[src/rtl/exp_lut_phase_sequencer.sv]
// exp_lut_phase_sequencer
// Generates the per-sample phase address into the shared 1024-entry
// exp(-i*2*pi*k/1024) LUT for FAM down-conversion after the channelizer FFT.
// The m*p*L*1024/Np product is built incrementally: a per-block step register
// (step = p*inc) and a per-sample phase accumulator (phase = m*step).
module exp_lut_phase_sequencer #(
  parameter int P       = 1024,
  parameter int NB_ADDR = 10,
  parameter int NB_P    = $clog2(P)
) (
  input  logic               clock,
  input  logic               i_reset,
  input  logic               i_start,
  input  logic [2:0]         i_NFFT_sel,
  input  logic [2:0]         i_L_sel,
  input  logic [NB_P-1:0]    i_num_blocks,
  input  logic               i_s_tvalid,
  input  logic               i_s_tlast,
  output logic               o_s_tready,
  output logic               o_m_tvalid,
  input  logic               i_m_tready,
  output logic [NB_ADDR-1:0] o_lut_addr,
  output logic [9:0]         o_m_index,
  output logic [NB_P-1:0]    o_p_index,
  output logic               o_m_tlast,
  output logic               o_busy,
  output logic               o_done,
  output logic               o_cfg_err,
  output logic               o_sync_err
);

  typedef enum logic [1:0] {IDLE, RUN, FLUSH, DONE} state_t;

  state_t state, state_nxt;

  logic [9:0]         np_m1;       // latched Np-1
  logic [NB_P-1:0]    num_blocks;  // latched blocks-per-frame minus 1
  logic [NB_ADDR-1:0] inc;         // L*1024/Np mod 1024
  logic [9:0]         m;
  logic [NB_P-1:0]    p;
  logic [NB_ADDR-1:0] phase;       // m*step mod 1024
  logic [NB_ADDR-1:0] step;        // p*inc mod 1024

  logic               cfg_ok;
  logic [4:0]         inc_exp;
  logic [NB_ADDR-1:0] inc_nxt;
  logic [10:0]        np_full;
  logic [9:0]         np_m1_nxt;
  logic               accept;
  logic               hshake;
  logic               m_wrap;
  logic               frame_last;

  assign cfg_ok     = (i_NFFT_sel <= 3'd6) && (i_L_sel <= 3'd6);
  // L*1024/Np = 2^(8 + L_sel - NFFT_sel); exponent is never negative for legal selects
  assign inc_exp    = 5'd8 + {2'b00, i_L_sel} - {2'b00, i_NFFT_sel};
  assign inc_nxt    = (inc_exp < 5'd10) ? NB_ADDR'(NB_ADDR'(1) << inc_exp) : '0;
  // Np = 1024 overflows 10 bits, so compute in 11 bits and keep Np-1
  assign np_full    = 11'd16 << i_NFFT_sel;
  assign np_m1_nxt  = 10'(np_full - 11'd1);

  assign o_s_tready = (state == RUN) && (!o_m_tvalid || i_m_tready);
  assign accept     = i_s_tvalid && o_s_tready;
  assign hshake     = o_m_tvalid && i_m_tready;
  assign m_wrap     = (m == np_m1);
  assign frame_last = m_wrap && (p == num_blocks);

  // State register
  always_ff @(posedge clock) begin
    if (i_reset) state <= IDLE;
    else         state <= state_nxt;
  end

  // Next-state and status outputs
  always_comb begin
    state_nxt = state;
    o_busy    = 1'b0;
    o_done    = 1'b0;
    case (state)
      IDLE:  if (i_start && cfg_ok) state_nxt = RUN;
      RUN: begin
        o_busy = 1'b1;
        if (accept && frame_last) state_nxt = FLUSH;
      end
      FLUSH: begin
        o_busy = 1'b1;
        if (hshake) state_nxt = DONE;
      end
      DONE: begin
        o_done    = 1'b1;
        state_nxt = IDLE;
      end
      default: state_nxt = IDLE;
    endcase
  end

  // Configuration latch, m/p counters, phase accumulator and output register
  always_ff @(posedge clock) begin
    if (i_reset) begin
      np_m1      <= '0;
      num_blocks <= '0;
      inc        <= '0;
      m          <= '0;
      p          <= '0;
      phase      <= '0;
      step       <= '0;
      o_m_tvalid <= 1'b0;
      o_lut_addr <= '0;
      o_m_index  <= '0;
      o_p_index  <= '0;
      o_m_tlast  <= 1'b0;
      o_cfg_err  <= 1'b0;
      o_sync_err <= 1'b0;
    end else begin
      if (state == IDLE && i_start) begin
        if (cfg_ok) begin
          np_m1      <= np_m1_nxt;
          num_blocks <= i_num_blocks;
          inc        <= inc_nxt;
          m          <= '0;
          p          <= '0;
          phase      <= '0;
          step       <= '0;
        end else begin
          o_cfg_err  <= 1'b1;
        end
      end

      if (accept) begin
        o_lut_addr <= phase;
        o_m_index  <= m;
        o_p_index  <= p;
        o_m_tlast  <= frame_last;
        o_m_tvalid <= 1'b1;
        // the internal count stays authoritative; a tlast mismatch is only flagged
        if (i_s_tlast != m_wrap) o_sync_err <= 1'b1;
        if (m_wrap) begin
          m     <= '0;
          phase <= '0;
          if (!frame_last) begin
            step <= step + inc;
            p    <= p + 1'b1;
          end
        end else begin
          m     <= m + 1'b1;
          phase <= phase + step;
        end
      end else if (hshake) begin
        o_m_tvalid <= 1'b0;
      end
    end
  end

endmodule
[config.mk]
export PLATFORM = sky130hd
export DESIGN_NAME = exp_lut_phase_sequencer
export DESIGN_NICKNAME = d
export VERILOG_FILES = /design/src/rtl/exp_lut_phase_sequencer.sv
export SDC_FILE = /design/constraint.sdc
export NUM_CORES = 1
export LEC_CHECK = 0
export BUFFER_PORTS_ARGS = -buffer_cell sky130_fd_sc_hd__buf_2
export CORE_MARGIN = 2
export CORE_UTILIZATION = 61
export CTS_BUF_LIST = sky130_fd_sc_hd__clkbuf_8
export DETAILED_ROUTE_END_ITERATION = 8
export PLACE_DENSITY = 0.83
export SLEW_MARGIN = 20
export SYNTH_ARGS = -nofsm -noshare
export SYNTH_HDL_FRONTEND = slang
export SYNTH_SLANG_ARGS = --single-unit
[constraint.sdc]
create_clock -name clock -period 2.36 [get_ports clock]
set_input_delay 0 -clock clock [delete_from_list [all_inputs] [get_ports clock]]
set_output_delay 0 -clock clock [all_outputs]
set_load 0.02 [all_outputs]
# [Word level (Yosys, flattened, before mapping)]
# Cells that the tools add are included.
[op_classes] n_eq_ne=9 add_sub_neg=7 n_lt_le_gt_ge=3 shift=2 mux=25 reduce_logical=20 bitwise_logic=1
[op_table] operator="$mux W10" n=17
[op_table] operator="$add A10 B1 Y10 const B" n=2
[op_table] operator="$add A10 B10 Y10" n=2
[op_table] operator="$eq A10 B10 Y1" n=2
[op_table] operator="$shl A1 B5 Y10 const A" n=1
[op_table] operator="$shl A5 B3 Y10 const A" n=1
[op_table] operator="$sub A10 B1 Y10 const B" n=1
[op_table] operator="$logic_and A1 B1 Y1" n=8
[op_table] operator="$pmux W2 S4" n=1
[op_table] operator="$reduce_and A2 Y1" n=4
[op_table] operator="$le A3 B3 Y1 const B" n=2
[op_table] operator="$mux W2" n=3
[op_table] operator="$reduce_bool A2 Y1" n=3
[op_table] operator="$add A4 B3 Y5 const A" n=1
[op_table] operator="$lt A5 B4 Y1 const B" n=1
[op_table] operator="$sub A5 B3 Y5" n=1
[op_table] operator="$eq A2 B2 Y1 const B" n=2
[op_table] operator="$mux W1" n=4
[op_table] operator="$ne A2 B2 Y1 const B" n=2
[op_table] operator="$reduce_and A3 Y1" n=1
[op_table] operator="$eq A2 B1 Y1 const B" n=1
[op_table] operator="$logic_not A2 Y1" n=1
[op_table] operator="$ne A2 B1 Y1 const B" n=1
[op_table] operator="$reduce_or A2 Y1" n=1
[op_table] operator="other kinds (4)" n=4
[totals] inputBits=22 out_inout_bits=37 elab_cells=82 regBits=106

# [Logic depth before layout (Yosys ltp)]
# Gate-level depths: netlist of the first run.
[logic_depth] ltp_word=7 ltp_mapped=9 mapped_depth_nobuf=9

# [Worst setup path after synthesis of the first run]
# No wires, ideal clock.
[synth_timing] path_type="flip-flop to flip-flop" from="register m[5]" to="register state[0]" period_less_slack_ns=2.082 t_required_ns=2.245 path_stages_with_launch=8 n_path_buf=1 setup_ns=0.115 arrival_time_ns=1.967 setup_slack_ns=0.278 cell_sequence="dfxtp_1 > buf_6 > xor2_2 > or4_4 > nor4_4 > a21boi_1 > or4_1 > and3_1"
[synth_via] elab_chain_len=5
[synth_rtl] item="from (decl)" line_no="39" source="logic [9:0] m;"
[synth_rtl] item="from (signal assigned)" line_no="145" source="m <= m + 1'b1;"
[synth_rtl] item="$eq A10 B10 Y1" line_no="65" source="assign m_wrap = (m == np_m1);"
[synth_rtl] item="$logic_and A1 B1 Y1" line_no="66" source="assign frame_last = m_wrap && (p == num_blocks);"
[synth_rtl] item="$logic_and A1 B1 Y1" line_no="83" source="if (accept && frame_last) state_nxt = FLUSH;"
[synth_rtl] item="$ne A2 B1 Y1 (no source line)"
[synth_rtl] item="$reduce_and A3 Y1 (no source line)"
[synth_rtl] item="to (signal assigned)" line_no="71" source="else state <= state_nxt;"
[synth_rtl] item="to (decl)" line_no="34" source="state_t state, state_nxt;"
# No other way between the ends.
# A chain may end at the register's enable or synchronous reset.

# [Worst setup path after layout of the first run]
[layout_timing] from="register np_m1[5]" to="register step[9]"
[layout_via] elab_chain_len=5
[layout_rtl] item="from (decl)" line_no="36" source="logic [9:0] np_m1;"
[layout_rtl] item="from (signal assigned)" line_no="117" source="np_m1 <= np_m1_nxt;"
[layout_rtl] item="$eq A10 B10 Y1 (*)" line_no="65"
[layout_rtl] item="$logic_and A1 B1 Y1" line_no="66"
[layout_rtl] item="$mux W10" line_no="140" source="if (!frame_last) begin"
[layout_rtl] item="$mux W10 (*)" line_no="137" source="if (m_wrap) begin"
[layout_rtl] item="$mux W10 (*)" line_no="129" source="if (accept) begin"
[layout_rtl] item="to (signal assigned)" line_no="141" source="step <= step + inc;"
[layout_rtl] item="to (decl)" line_no="42" source="logic [NB_ADDR-1:0] step;"
# Every way passes the cells marked *; elsewhere a longest branch is shown, timed or not.

==> results.sh, run 1 <==
export IMPL_outcome="complete, no violations"
export IMPL_clk_pin_slew_ns=0.10
export IMPL_place_ws_ns=0.1331
export IMPL_yosys_cell_types_count=62
export IMPL_avgSynthCellArea_sq_um=8.166
export IMPL_std_cell_rows=33
export IMPL_cts_path_max_buffers=2
export IMPL_drcViolationCount=0
export IMPL_tightest_slew_ns=0.5809
export IMPL_ys_seq_area_share_pct=39.21
export IMPL_antenna_found_initial=0
export IMPL_synth_nets=698
export IMPL_fin_setup_tns_ns=0
export IMPL_setup_viol=0
export IMPL_skew_ns=0.01505
export IMPL_numCtsBuffers=9
export IMPL_path_class="flop to flop"
export IMPL_setup_ws_ns=0.05120
export IMPL_cts_root_buf="clkbuf_8"
export IMPL_cts_tree="yes"
export IMPL_ys_flop_type="dfxtp_1"
export IMPL_clk_latency_ns=0.37
export IMPL_area_delta_synth_final_pct=15.68
export IMPL_grtUsageTotal_pct=28.18
export IMPL_io_pins=59
export IMPL_place_gp_congestion=0.8764
export IMPL_timing_fmax_mhz=433.1
export IMPL_nets=764
export IMPL_firstDrtPassIters=5
export IMPL_start_kind="flop"
export IMPL_period_share_pct=97.83
export IMPL_ys_ff_latch=103
export IMPL_min_period_ns=2.309
export IMPL_relSlewSlack_pct=60.78
export IMPL_ir_worst_vdd_v=0.0005058
export IMPL_grt_max_degree=43
export IMPL_min_path_type="input port to flop"
export IMPL_drt_initial_drc_count=314
export IMPL_antenna_left=0
export IMPL_numPortBuffers=58
export IMPL_viasPerCell=6.157
export IMPL_slew_viol_final=0
export IMPL_leakage_nw=2.469
export IMPL_drt_total_wl_microns=13410
export IMPL_end_kind="flop"
export IMPL_p_per_area_nw_per_um2=715.1
export IMPL_cp_arrival_ns=2.60
export IMPL_routedWlPerCell_microns=16.36
export IMPL_synth_edf_count=0
export IMPL_cts_sinks=103
export IMPL_register_area_sq_um=2067
export IMPL_synth_warning_count=0
export IMPL_grt_overflow=0
export IMPL_dieArea_sq_um=9380
export IMPL_num_vias=5049
export IMPL_netlist_area_sq_um=5259
export IMPL_syn_inst=644
export IMPL_h_tree_depth=3
export IMPL_grt_pass1_vias=4636
export IMPL_grt_setup_unrepaired="false"
export IMPL_layout_drive_gt1_share_pct=15.10
export IMPL_die_h_microns=96.85
export IMPL_n_antenna_cell=0
export IMPL_placedInstanceArea_sq_um=5687
export IMPL_die_w_microns=96.85
export IMPL_crit_fanout=9
export IMPL_ys_async_sr_fraction_pct=0
export IMPL_final_hold_viol_count=0
export IMPL_coreArea_sq_um=8299
export IMPL_multi_input_area_sq_um=2999
export IMPL_num_fill_cells=616
export IMPL_critPathRequiredTime_ns=2.65
export IMPL_initial_core_util_pct=63.36
export IMPL_grt_pass1_wl_microns=22090
export IMPL_hpwl_microns=9232
export IMPL_max_cap_violations=0
export IMPL_fin_area_sq_um=6083
report_power, final:
group	leakage (nW)	internal [mW]	switching [mW]
Combinational	1.52	0.443	0.771
Clock	0.114	0.623	0.593
Sequential	0.834	1.83	0.0867
Total	2.47	2.90	1.45
logic make-up (layout without fill, tap and decap cells):
kind of cell / count (synthesis) / count (layout) / share of synthesized area, %
DFF: 103 / 103 / 39.21
adders and majority gates: 32 / 32 / 8.042
muxes: 3 / 3 / 0.5948
xor gates and xnor gates: 32 / 32 / 5.472
AOI/OAI and AO/OA: 158 / 158 / 18.92
buffers and inverters: 54 / 125 / 4.211
and+or+nand+nor: 262 / 262 / 23.55
area by class of cell:
class | instances | share of cell area, %
Inverter | 18 | 1.111
Tap cell | 105 | 2.160
Clock inverter | 6 | 1.399
Multi-Input combinational cell | 487 | 49.30
Sequential cell | 103 | 33.98
Timing Repair Buffer | 91 | 9.790
Clock buffer | 10 | 2.262
synth_stat cells, types with 2 or more instances:
| cell type | n | area [sq um] |
|---|---|---|
| buf_1 | 3 | 11.26 |
| xor2_1 | 12 | 105.1 |
| nor2b_1 | 3 | 18.77 |
| nand3b_1 | 7 | 52.55 |
| and4_1 | 3 | 26.28 |
| buf_4 | 2 | 15.01 |
| a21oi_1 | 73 | 365.4 |
| nand3_1 | 39 | 195.2 |
| a311oi_1 | 5 | 43.79 |
| nand2b_1 | 3 | 18.77 |
| o32ai_1 | 2 | 17.52 |
| ha_1 | 29 | 362.9 |
| a22oi_1 | 19 | 142.6 |
| clkbuf_1 | 27 | 101.4 |
| o2111ai_1 | 3 | 26.28 |
| buf_2 | 2 | 10.01 |
| a41oi_1 | 2 | 17.52 |
| inv_1 | 18 | 67.56 |
| xnor2_1 | 19 | 166.4 |
| fa_1 | 3 | 60.06 |
| nor4_1 | 3 | 18.77 |
| and2_1 | 5 | 31.28 |
| and3_1 | 8 | 50.05 |
| a31oi_1 | 10 | 62.56 |
| o21ai_0 | 16 | 80.08 |
| a21o_1 | 3 | 22.52 |
| a211oi_1 | 5 | 37.54 |
| nor3_1 | 11 | 55.05 |
| nor2_1 | 43 | 161.4 |
| a22o_1 | 2 | 17.52 |
| nand4_1 | 7 | 43.79 |
| or3_1 | 7 | 43.79 |
| or4_1 | 2 | 15.01 |
| or2_2 | 2 | 12.51 |
| nand2_1 | 112 | 420.4 |
| o211ai_1 | 4 | 30.03 |
| dfxtp_1 | 103 | 2062 |
| mux2i_1 | 2 | 20.02 |
| a2111o_1 | 2 | 22.52 |
what timing repair did:
action,CTS,global route
endpoints found under the hold margin,14,0
setup endpoints to repair,0,6
buffers inserted,0,2
hold buffers,13,0
resized for setup,0,9
worst max-delay path, cell delays in order, from the launching register on:
cell      delay [ns]
dfxtp_2         0.35
xor2_2          0.19
or4_4           0.55
nor4_4          0.24
buf_4           0.19
nand2b_4        0.09
or4_4           0.54
o211ai_2        0.08
cells in the final DEF (no fill, tap or decap), types with 9 or more instances in the layout:
| cell type | instances |
|---|---|
| a22oi_1 | 19 |
| buf_4 | 18 |
| a21oi_1 | 73 |
| xnor2_1 | 19 |
| clkbuf_8 | 10 |
| nor3_1 | 11 |
| nand2_1 | 112 |
| nor2_1 | 43 |
| buf_2 | 58 |
| nand3_1 | 39 |
| ha_1 | 29 |
| o21ai_0 | 16 |
| dlygate4sd3_1 | 13 |
| inv_1 | 19 |
| a31oi_1 | 9 |
| xor2_1 | 12 |
| dfxtp_1 | 99 |
through the flow:
step | utilization (%) | instances | total power, mW | hold WS, ns
after floorplan | - | 644 | 2.730 | 0.1360
after global placement | 68.52 | 789 | 3.046 | 0.2416
after detailed placement | 68.52 | 789 | 3.088 | 0.2509
after CTS | 72.77 | 818 | 4.301 | 0.01834
after global routing | 73.30 | 820 | 4.547 | 0.04145
final | 73.30 | 820 | 4.350 | 0.01713
metal layers:
metal / track usage, % / vias up / share of wire [%]
met5: 0 / - / 0
met1: 36.43 / 2404 / 43
met3: 5.275 / 30 / 7.2
met2: 47.49 / 202 / 48
met4: 9.317 / 0 / 2.1
li1: - / 2413 / -
sequential cells by signal (all words and copies together), names as in the netlist:
signal,cells
o_m_tvalid,1
p,10
inc,10
num_blocks,10
m,10
o_cfg_err,1
phase,10
state,2
o_lut_addr,10
o_sync_err,1
o_p_index,10
np_m1,7
step,10
o_m_index,10
o_m_tlast,1
worst paths after layout:
| kind | from | end | slack [ns] | depth (start not counted) |
|---|---|---|---|---|
| min | i_s_tlast | o_sync_err | 0.02 | 4 |
| min reg2reg | o_p_index[4] | o_p_index[4] | 0.46 | 2 |
| max | np_m1[5] | step[9] | 0.05 | 7 |
| max reg2reg | np_m1[5] | step[9] | 0.05 | 7 |
Note: power is estimated with default switching activity, not from simulation.
==> run 2: changes to the inputs <==
--- a/config.mk
+++ b/config.mk
@@ -9,6 +9,6 @@
 export CORE_MARGIN = 2
-export CORE_UTILIZATION = 61
+export CORE_UTILIZATION = 55
 export CTS_BUF_LIST = sky130_fd_sc_hd__clkbuf_8
 export DETAILED_ROUTE_END_ITERATION = 8
-export PLACE_DENSITY = 0.83
+export PLACE_DENSITY = 0.79
 export SLEW_MARGIN = 20
==> constraint.sdc (replaced) <==
create_clock -name clock -period 2.1 [get_ports clock]
set_input_delay 0 -clock clock [delete_from_list [all_inputs] [get_ports clock]]
set_output_delay 0 -clock clock [all_outputs]
set_load 0.1 [all_outputs]
==> run 2 against run 1 <==
Net effect: the flow now finishes with violations (setup timing); sequential power increased by 11%; wire length increased by 8.1%; die area increased by 10%; clock power about the same; total power increased by 17%; hold slack improved by 0.11 ns; critical path depth increased by 2; fmax increased by 8.3%; critical path type unchanged; largest power group unchanged.
==> results.sh, run 2 (synthesized netlist as in run 1, its figures left out) <==
export IMPL_grt_max_degree=101
export IMPL_grt_setup_unrepaired="true"
export IMPL_setup_viol=4
export IMPL_final_common_cell="nand2_1"
export IMPL_cts_root_buf="clkbuf_8"
export IMPL_place_ws_ns=-0.08454
export IMPL_clk_latency_ns=0.37
export IMPL_antenna_left=0
export IMPL_fin_area_sq_um=6491
export IMPL_cts_tree="yes"
export IMPL_timing_fmax_mhz=469.1
export IMPL_grt_pass1_vias=4807
export IMPL_end_kind="flop"
export IMPL_p_sw_share_pct=38.79
export IMPL_firstDrtPassIters=7
export IMPL_initial_core_util_pct=56.91
export IMPL_switchingPower_mw=1.973
export IMPL_r2r_start="np_m1[5]"
export IMPL_p_per_area_nw_per_um2=783.8
export IMPL_viasPerCell=5.963
export IMPL_r2r_cells=9
export IMPL_routedWlPerCell_microns=16.58
export IMPL_cp_arrival_ns=2.36
export IMPL_max_cap_violations=0
export IMPL_io_pins=59
export IMPL_critPathRequiredTime_ns=2.33
export IMPL_seq_power_share_pct=42.1
export IMPL_skew_ns=0.02041
export IMPL_cts_path_max_buffers=2
export IMPL_final_hold_viol_count=0
export IMPL_layout_drive_gt1_share_pct=23.62
export IMPL_die_w_microns=101.8
export IMPL_place_gp_congestion=0.9157
export IMPL_nets=794
export IMPL_std_cell_rows=35
export IMPL_numCtsBuffers=9
export IMPL_hold_depth=4
export IMPL_failed_checks="setup timing"
export IMPL_met1_length_microns=6374
export IMPL_dieArea_sq_um=10360
export IMPL_start_kind="flop"
export IMPL_path_class="flop to flop"
export IMPL_drt_initial_drc_count=408
export IMPL_min_period_ns=2.132
export IMPL_grt_overflow=0
export IMPL_clock_power_share_pct=23.7
export IMPL_coreArea_sq_um=9240
export IMPL_hp_start="i_NFFT_sel[0]"
export IMPL_grtUsageTotal_pct=27.18
export IMPL_relSlewSlack_pct=65.15
export IMPL_n_antenna_cell=0
export IMPL_intPower_mw=3.115
export IMPL_num_vias=5212
export IMPL_outcome="finished, violations left"
export IMPL_leakage_nw=2.607
export IMPL_ir_worst_vdd_v=0.0004697
export IMPL_crit_fanout=8
export IMPL_crit_start="np_m1[5]"
export IMPL_area_delta_synth_final_pct=23.44
export IMPL_tightest_slew_ns=0.5162
export IMPL_slew_viol_final=0
export IMPL_topRoutingLayerUsed="met4"
export IMPL_placedInstanceArea_sq_um=5898
export IMPL_routed_wl_met3_microns=836
export IMPL_drcViolationCount=0
export IMPL_clk_pin_slew_ns=0.10
export IMPL_cts_sinks=103
export IMPL_antenna_found_initial=0
export IMPL_die_h_microns=101.8
export IMPL_most_common_layout_cells="nand2_1, dfxtp_1, a21oi_1"
export IMPL_setup_ws_ns=-0.03165
export IMPL_hpwl_microns=9591
export IMPL_comb_power_share_pct=34.2
export IMPL_period_share_pct=101.5
export IMPL_drt_total_wl_microns=14490
export IMPL_grt_pass1_wl_microns=22410
export IMPL_wl_met2_microns=6983
export IMPL_min_path_type="input port to flop"
export IMPL_numPortBuffers=58
export IMPL_h_tree_depth=3
## run 2: cell count changes in the layout (fill, tap and decap cells not counted), moves of 3 or more
cell     change
ha_4         +4
inv_6        +3
nand3_2      +6
ha_1         -7
dfxtp_1      -9
buf_6        +3
nand3_1      -6
ha_2         +3
a21oi_1      -4
a21oi_2      +4
dfxtp_2      +9
buf_4       +25
## run 2: area by class of cell
type	instances	area, sq um
fillers	679	2749
inverters	18	67.56
well taps	129	161.4
multi-input cells	487	3154
clock buffers	10	137.6
repair buffers	121	842.1
clock inverters	6	50.05
flip-flops and latches	103	2078
## run 2: metal layers
metal  vias to the layer above  global-route usage (%)
li1                       2490                       -
met2                       202                   44.79
met5                         -                       0
met1                      2486                   35.23
met4                         0                   11.23
met3                        34                   4.693
## run 2: worst paths after layout
path / slack (ns) / end
max: -0.03 / p[5]
min: 0.12 / np_m1[5]
max reg2reg: -0.03 / p[5]
min reg2reg: 0.45 / o_lut_addr[5]
## run 2: power by group through the flow
| stage | clock network (mW) | logic [mW] | registers [mW] |
|---|---|---|---|
| after floorplan | 0 | 1.06 | 2.26 |
| after global placement | 0 | 1.56 | 2.18 |
| after detailed placement | 0 | 1.62 | 2.18 |
| after CTS | 1.22 | 1.66 | 2.14 |
| after global routing | 1.30 | 1.87 | 2.15 |
| final | 1.21 | 1.74 | 2.14 |
## run 2: what timing repair did
action,4_1_cts,5_1_grt
gates resized for setup,10,44
pin swaps,8,21
hold endpoints to repair,15,0
setup endpoints to repair,7,22
hold buffers,14,0
buffers inserted,2,5
## run 2: worst max-delay path, cell delays in order, from the launching register on
cell,delay (ns)
dfxtp_2,0.35
xor2_2,0.17
or4_4,0.56
nor4_4,0.18
buf_4,0.19
nand2b_4,0.09
buf_6,0.13
buf_8,0.13
nand3_2,0.09
a31oi_1,0.10
## run 2: metrics by stage
stage,power (mW),hold slack [ns],std cells,utilization [%],setup TNS (ns)
after detailed placement,3.796,0.2483,837,63.83,-0.1804
final,5.088,0.1231,874,70.25,-0.05939
after global routing,5.314,0.1422,874,70.25,-0.6461
after CTS,5.015,0.09996,869,68.04,-0.06818
after floorplan,3.318,0.1360,644,-,0
after global placement,3.734,0.2434,837,63.83,-0.05932
==> run 3: changes to the inputs <==
CORE_UTILIZATION = 61   (was 55)
PLACE_DENSITY = 0.83   (was 0.79)
clock period = 2.13 ns   (was 2.1 ns; I/O delays follow)
==> run 3 against run 2 <==
Net effect: cell count decreased by 3.4%; critical path depth decreased by 1; combinational power about the same; core utilization increased by 7.1 points; largest cell class unchanged; clock skew decreased by 0.0042 ns; the flow still finishes with violations (setup timing).
==> results.sh, run 3 (synthesized netlist as in run 1, its figures left out) <==
export IMPL_outcome="finished, violations left"
export IMPL_failed_checks="setup timing"
export IMPL_cpMostUsedCell="buf_4"
export IMPL_tightest_slew_ns=0.5019
export IMPL_die_h_microns=96.85
export IMPL_clock_power_share_pct=24.4
export IMPL_grtUsageTotal_pct=30.30
export IMPL_antenna_found_initial=0
export IMPL_crit_fanout=4
export IMPL_final_hold_viol_count=0
export IMPL_area_delta_synth_final_pct=22.06
export IMPL_clk_latency_ns=0.37
export IMPL_setup_viol=2
export IMPL_intPower_mw=3.196
export IMPL_critPathRequiredTime_ns=2.45
export IMPL_dp_cells=809
export IMPL_slew_viol_final=0
export IMPL_initial_core_util_pct=63.36
export IMPL_cts_root_buf="clkbuf_8"
export IMPL_drcViolationCount=0
export IMPL_multi_input_area_sq_um=3151
export IMPL_fin_setup_tns_ns=-0.007568
export IMPL_numPortBuffers=58
export IMPL_grt_setup_unrepaired="true"
export IMPL_coreArea_sq_um=8299
export IMPL_most_common_layout_cells="nand2_1, dfxtp_1, a21oi_1"
export IMPL_cts_path_max_buffers=2
export IMPL_timing_fmax_mhz=468.0
export IMPL_seq_power_share_pct=41.4
export IMPL_slowest_delay_ns=0.56
export IMPL_max_cap_violations=0
export IMPL_end_kind="flop"
export IMPL_cpMaxStageDelayCell="or4_4"
export IMPL_p_sw_share_pct=37.59
export IMPL_setup_ws_ns=-0.006647
export IMPL_hold_ws_ns=0.02357
export IMPL_antenna_left=0
export IMPL_nets=788
export IMPL_num_vias=5245
export IMPL_start_kind="flop"
export IMPL_post_route_util_pct=77.34
export IMPL_period_share_pct=100.3
export IMPL_p_per_area_nw_per_um2=797.7
export IMPL_grt_pass1_vias=4871
export IMPL_drt_initial_drc_count=352
export IMPL_routedWlPerCell_microns=17.62
export IMPL_io_pins=59
export IMPL_cts_sinks=103
export IMPL_switchingPower_mw=1.925
export IMPL_std_cell_rows=33
export IMPL_drt_total_wl_microns=14870
export IMPL_crit_chain="xor2_2 > or4_4 > nor4_4 > buf_4 > a21boi_2 > buf_4 > or3b_4 > a21oi_2"
export IMPL_grt_pass1_wl_microns=23490
export IMPL_h_tree_depth=3
export IMPL_skew_ns=0.01619
export IMPL_register_area_sq_um=2077
export IMPL_viasPerCell=6.214
export IMPL_path_class="flop to flop"
export IMPL_cts_tree="yes"
export IMPL_final_common_cell="nand2_1"
export IMPL_place_gp_congestion=0.8750
export IMPL_layout_drive_gt1_share_pct=21.52
export IMPL_dieArea_sq_um=9380
export IMPL_clk_pin_slew_ns=0.10
export IMPL_relSlewSlack_pct=66.12
export IMPL_hpwl_microns=9668
export IMPL_numCtsBuffers=9
export IMPL_ir_worst_vdd_v=0.0004331
export IMPL_min_period_ns=2.137
export IMPL_firstDrtPassIters=5
export IMPL_grt_max_degree=101
export IMPL_n_antenna_cell=0
export IMPL_num_fill_cells=570
export IMPL_leakage_nw=2.580
export IMPL_min_path_type="input port to flop"
export IMPL_die_w_microns=96.85
export IMPL_cp_arrival_ns=2.45
export IMPL_layout_cells_non_filler=844
export IMPL_comb_power_share_pct=34.2
export IMPL_grt_overflow=0
run 3: changes by cell type in the layout (fill, tap and decap cells not counted), sizes merged:
cell | previous run | this run
inv | 22 | 20
buf | 107 | 101
dlygate4sd3 | 14 | 13
clkinv | 1 | 2
nand2b | 4 | 5
bufinv | 0 | 1
run 3: metrics by stage:
stage | setup slack [ns] | instance area (sq um) | power (mW)
after global placement | -0.01486 | 5851 | 3.679
after detailed placement | -0.09117 | 5851 | 3.725
final | -0.006647 | 6419 | 5.120
after floorplan | 0.04792 | 5260 | 3.271
after global routing | -0.08615 | 6419 | 5.333
after CTS | -0.04931 | 6269 | 5.039
run 3: metal layers:
metal	GRT usage, %	vias to the layer above	part of all wire [%]
met5	0	-	0
met4	15.28	0	3.5
met3	5.419	54	7.1
met2	49.57	237	49
met1	38.39	2484	41
li1	-	2470	-
run 3: final cells by class:
type / instances / share of cell area (%)
clock buffer: 10 / 2.144
clock inverter: 6 / 0.9747
inverter: 18 / 1.053
multi-input combinational: 488 / 49.08
sequential: 103 / 32.36
tap: 105 / 2.047
timing repair buffer: 114 / 12.34
run 3: final timing paths:
check	startpoint	endpoint	slack, ns	cells after the start
worst max-delay path	m[6]	state[1]	-0.007	8
worst min-delay path	i_s_tlast	o_sync_err	0.02	4
worst max register to register	m[6]	state[1]	-0.007	8
worst min register to register	o_m_index[6]	o_m_index[6]	0.46	2
run 3: timing repair:
action | in CTS | in global routing
setup buffers | 6 | 0
setup endpoints to repair | 6 | 27
gates resized for setup | 9 | 37
hold buffers | 13 | 0
pin swaps | 9 | 12
hold endpoints to repair | 14 | 0
gates cloned | 1 | 0
run 3: critical path: cells and delay by family (launching register included):
family	cells	cell delay [ns]
XOR/XNOR	1	0.18
AO/OA/AOI/OAI	2	0.18
AND/OR/NAND/NOR	3	1.05
flip-flops	1	0.35
buffers and inverters	2	0.32
run 3: power by group through the flow:
stage | Clock [mW] | Combinational (mW) | Sequential (mW)
finish | 1.25 | 1.75 | 2.12
global route | 1.33 | 1.87 | 2.13
CTS | 1.26 | 1.67 | 2.11
detailed placement | 0 | 1.57 | 2.15
global placement | 0 | 1.53 | 2.15
floorplan | 0 | 1.04 | 2.23
